==> src/rtl/branch_predictor_bht.sv <==
// Direct-mapped branch target buffer with per-entry saturating direction counters.
// Optional statistics outputs are enabled by defining BP_STATS_EN.
module branch_predictor_bht #(
  parameter int unsigned ENTRIES = 16,
  parameter int unsigned PC_W    = 32,
  parameter int unsigned CTR_W   = 2
) (
  input  logic            clk,
  input  logic            reset,
  input  logic [PC_W-1:0] fetch_pc,
  output logic            pred_hit,
  output logic            pred_taken,
  output logic [PC_W-1:0] pred_target,
  input  logic            res_valid,
  input  logic [PC_W-1:0] res_pc,
  input  logic            res_taken,
  input  logic [PC_W-1:0] res_target,
  input  logic            res_pred_hit,
  input  logic            res_pred_taken,
  input  logic [PC_W-1:0] res_pred_target,
  output logic [1:0]      muxpc,
  output logic            flush,
  output logic            mispredict
`ifdef BP_STATS_EN
  ,
  output logic [31:0]     stat_branches,
  output logic [31:0]     stat_mispredicts
`endif
);

  localparam int unsigned IDX_W = $clog2(ENTRIES);
  localparam int unsigned TAG_W = PC_W - IDX_W - 2;
  localparam logic [CTR_W-1:0] CTR_MAX  = '1;
  localparam logic [CTR_W-1:0] CTR_WEAK = CTR_W'(1) << (CTR_W - 1);

  logic [ENTRIES-1:0] valid_q;
  logic [TAG_W-1:0]   tag_q    [ENTRIES];
  logic [PC_W-1:0]    target_q [ENTRIES];
  logic [CTR_W-1:0]   ctr_q    [ENTRIES];
  logic               mispredict_q;

  logic [IDX_W-1:0] f_idx, r_idx;
  logic [TAG_W-1:0] f_tag, r_tag;
  logic             r_hit, upd_en, mis_taken, mis_not_taken;
  logic [CTR_W-1:0] ctr_cur, ctr_d;
  logic [PC_W-1:0]  target_d;
  logic             unused_pc_bits;

  assign f_idx = fetch_pc[IDX_W+1:2];
  assign f_tag = fetch_pc[PC_W-1:IDX_W+2];
  assign r_idx = res_pc[IDX_W+1:2];
  assign r_tag = res_pc[PC_W-1:IDX_W+2];
  assign unused_pc_bits = ^{fetch_pc[1:0], res_pc[1:0]};

  always_comb begin
    pred_hit    = valid_q[f_idx] && (tag_q[f_idx] == f_tag);
    pred_taken  = pred_hit && ctr_q[f_idx][CTR_W-1];
    pred_target = pred_hit ? target_q[f_idx] : '0;
  end

  // A resolution redirect always overrides the fetch-side prediction.
  always_comb begin
    mis_taken     = res_valid && res_taken &&
                    (!res_pred_taken || (res_pred_target != res_target));
    mis_not_taken = res_valid && !res_taken && res_pred_taken;
    flush         = mis_taken || mis_not_taken;
    if (mis_taken)          muxpc = 2'd3;
    else if (mis_not_taken) muxpc = 2'd2;
    else if (pred_taken)    muxpc = 2'd1;
    else                    muxpc = 2'd0;
  end

  // A stale hit (entry replaced since fetch) is treated as a miss.
  always_comb begin
    r_hit   = res_pred_hit && valid_q[r_idx] && (tag_q[r_idx] == r_tag);
    upd_en  = res_valid && (r_hit || res_taken);
    ctr_cur = ctr_q[r_idx];
    ctr_d   = CTR_WEAK;
    if (r_hit) begin
      if (res_taken) ctr_d = (ctr_cur == CTR_MAX) ? ctr_cur : ctr_cur + CTR_W'(1);
      else           ctr_d = (ctr_cur == '0)      ? ctr_cur : ctr_cur - CTR_W'(1);
    end
    target_d = res_taken ? res_target : target_q[r_idx];
  end

  always_ff @(posedge clk or posedge reset) begin
    if (reset) begin
      valid_q      <= '0;
      mispredict_q <= 1'b0;
    end else begin
      if (upd_en) valid_q[r_idx] <= 1'b1;
      mispredict_q <= flush;
    end
  end

  always_ff @(posedge clk) begin
    if (upd_en && !reset) begin
      tag_q[r_idx]    <= r_tag;
      target_q[r_idx] <= target_d;
      ctr_q[r_idx]    <= ctr_d;
    end
  end

  assign mispredict = mispredict_q;

`ifdef BP_STATS_EN
  logic [31:0] stat_br_q, stat_mis_q;

  always_ff @(posedge clk or posedge reset) begin
    if (reset) begin
      stat_br_q  <= '0;
      stat_mis_q <= '0;
    end else begin
      if (res_valid && (stat_br_q != '1)) stat_br_q  <= stat_br_q + 32'd1;
      if (flush && (stat_mis_q != '1))    stat_mis_q <= stat_mis_q + 32'd1;
    end
  end

  assign stat_branches    = stat_br_q;
  assign stat_mispredicts = stat_mis_q;
`endif

endmodule

==> config.mk <==
export PLATFORM = sky130hd
export DESIGN_NAME = branch_predictor_bht
export DESIGN_NICKNAME = d
export VERILOG_FILES = /design/src/rtl/branch_predictor_bht.sv
export SDC_FILE = /design/constraint.sdc
export NUM_CORES = 1
export LEC_CHECK = 0
export ABC_CLOCK_PERIOD_IN_PS = 5600
export BUFFER_PORTS_ARGS = -buffer_cell sky130_fd_sc_hd__clkbuf_2
export CELL_PAD_IN_SITES_DETAIL_PLACEMENT = 1
export CELL_PAD_IN_SITES_GLOBAL_PLACEMENT = 1
export CORE_MARGIN = 2
export CORE_UTILIZATION = 31
export CTS_CLUSTER_SIZE = 8
export DETAILED_ROUTE_END_ITERATION = 8
export GPL_TIMING_DRIVEN = 0
export PLACE_DENSITY = 0.58
export SETUP_SLACK_MARGIN = 0.2
export SYNTH_ARGS = -nofsm -noshare
export SYNTH_HDL_FRONTEND = slang
export SYNTH_SLANG_ARGS = --single-unit
==> constraint.sdc <==
create_clock -name clk -period 5.6 [get_ports clk]
set_clock_uncertainty 0.15 [all_clocks]
set_input_delay 1.12 -clock clk [delete_from_list [all_inputs] [get_ports clk]]
set_output_delay 1.12 -clock clk [all_outputs]
set_load 0.005 [all_outputs]
==> impl_metrics.yaml <==
global_routing:
  grt_start_max_net_pins: 25
  antenna_found_initial: 11
  grt-ovfl-total: 0
  grt_pass1_wl_um: 205000
  grtUsageTotal: 0.210
  grt_pass1_vias: 25500
logic_synthesis:
  ys_types: 70
  ys.flop_type: "edfxtp_1"
  ys_seq_area_frac: 0.688
  synth_top_area_cell: "edfxtp_1"
  syn_area_um2: 42500
  synth-edff-count: 960
  synth_fp_nets: 2158
  yosys_warnings: 0
  syn_area_per_cell_um2: 21.0
  synthTopCellsByArea: "edfxtp_1 68%, mux4_2 20%, mux2i_1 2.6%"
  synth_top_area_frac: 0.678
  async_flop_share: 0.0174
  synth_cells: 2024
  synth-seq-cells: 977
flow_run:
  maxCapViolCount: 0
final_layout:
  final_cell_mix: "960 x edfxtp_1, 375 x mux4_2, 161 x clkbuf_2, 144 x clkbuf_16, 109 x mux2i_1"
  syn_to_final_growth_pct: 23.9
  drive_gt1_frac: 0.408
  final_nets: 2581
  layout_commonest_cell: "edfxtp_1"
  fin_util: 0.388
critical_path:
  cp.required_ns: 4.33
  crit_type: "input pin to primary output"
  cp.arrival_ns: 4.30
  path_max_fanout: 9
  setup.worst_path.start_class: "input pin"
  end_kind: "primary output"
cts:
  cts_sinks: 977
  cts_buffer_depth: 3
  cts_hold_buf: 0
  cts_max_level: 4
  clock_latency_ns: 0.78
  clk_pin_slew_ns: 0.05
  cts_root_buffer: "clkbuf_16"
  tritoncts: "built"
  numCtsBuffers: 140
floorplan:
  die_y_um: 374
  start_util: 0.313
  core_um2: 136000
  rows: 135
  die_w_um: 374
  dieArea_um2: 140000
  ioPinCount: 172
timing:
  slew_viol_final: 0
  max_slew_margin: 0.0684
  finalCritPeriodShare: 0.995
  tightest_slew_ns: 1.39
  hold_viol: 0
  finalCriticalPeriod_ns: 5.57
  whs_ns: 0.376
  rsz0062_at_grt: "true"
  clock.fmax_ghz: 0.179
  setup_viol: 0
placement:
  dp_hpwl_um: 99900
  place_congestion: 0.853
  io_buffers: 160
drt:
  via_count: 23900
  dr.pass1.iters: 5
  ant_nets: 0
  viasPerCell: 5.59
  wl_per_cell_um: 34.2
  wirelength_um: 146000
  remaining_drc_errors: 0
  drtIter0Drc: 2879
run_status:
  outcome: "complete, no violations"
power:
  p_per_area_nw_per_um2: 328
  p_leak_uw: 0.0174
  peakVddDrop_uv: 306
worst_hold_path:
  hp-class: "register to register"
==> cell type report <==
type	instances	area, um2
Antenna cell	4	10.0
Buffer	122	1180
Clock buffer	171	3620
Clock inverter	15	278
Fill cell	13100	83100
Inverter	17	63.8
Multi-Input combinational cell	908	13100
Sequential cell	977	29300
Tap cell	1781	2230
Timing Repair Buffer	281	2920
==> worst max-delay path: stages <==
cell	delay (ns)
buf_12	0.12
buf_12	0.13
buf_12	0.13
mux4_2	0.50
mux4_2	0.55
xnor2_4	0.27
nand4_1	0.19
nor3_4	0.38
nand4_4	0.16
buf_12	0.20
buf_8	0.14
clkbuf_16	0.16
nor2b_1	0.10
buf_2	0.12
==> worst paths after layout <==
| kind | start | end | slack (ns) | depth (start not counted) |
|---|---|---|---|---|
| max reg2reg | tag_q[3][14] | tag_q[10][4] | 1.19 | 11 |
| min in group asynchronous | reset | valid_q[13] | 0.61 | 2 |
| min reg2reg | valid_q[12] | valid_q[12] | 0.38 | 1 |
| max | fetch_pc[2] | pred_target[14] | 0.03 | 14 |
| max in group asynchronous | reset | valid_q[0] | 4.09 | 2 |
| min | valid_q[12] | valid_q[12] | 0.38 | 1 |
==> timing repair <==
action                     in CTS  in global routing
buffers inserted               39                  8
setup endpoints to repair     332                 96
gates resized for setup       221                 41
cloned                          3                  0
pin swaps                      17                  2
==> flip-flops by register name, indices dropped and copies added, names as in the netlist <==
register    cells
target_q      512
tag_q         416
ctr_q          32
valid_q        16
mispredict      1
==> kinds of logic (layout without fill, tap and decap cells) <==
kind of cell,count (synthesis),after routing,synth area share
fa+ha+maj,1,1,0.000235
xor+xnor,84,84,0.0175
mux,496,496,0.228
simple gates,204,204,0.0270
buf+inv,139,606,0.0175
flops,977,977,0.688
other cells,0,4,0
compound gates,123,123,0.0217
==> synth_stat cells, drive strengths merged (7+ instances only) <==
master and n:
nor3 26, dfrtp 17, buf 85, a211oi 9
o21bai 16, a22oi 17, nand4 12, mux2i 109
a22o 7, mux2 10, nor2 30, o21ai 12
nand2 46, a21oi 10, nand3 9, xor2 30
o22ai 8, nor2b 47, mux4 377, nor4 8
and2 8, edfxtp 960, xnor2 54, inv 16
clkbuf 37
==> layer usage <==
layer / share of wire / track usage / up-vias
met2: 0.49 / 0.344 / 1158
met4: 0.033 / 0.0729 / 10
li1: - / - / 9462
met5: 0.00031 / 0 / -
met3: 0.080 / 0.0487 / 263
met1: 0.40 / 0.274 / 13000
==> report_power, final <==
part           leakage [uW]  internal, uW  switching [uW]
clock network       0.00189          4540            3220
logic               0.00661           578             805
registers           0.00887          8120            43.0
total                0.0174         13200            4070
==> stage by stage <==
stage	worst slack [ns]	TNS [ns]	total power [uW]	cell area [um2]	std cells
after CTS	0.00509	0	17400	52500	4264
after global placement	-5.99	-2336.16	9540	45600	3965
after global routing	0.00191	0	17800	52700	4273
after floorplan	-0.260	-14.55	9000	42500	2024
final	0.0280	0	17300	52700	4276
after detailed placement	-3.09	-392.94	9600	47400	4036
(Power assumes the default switching activity.)
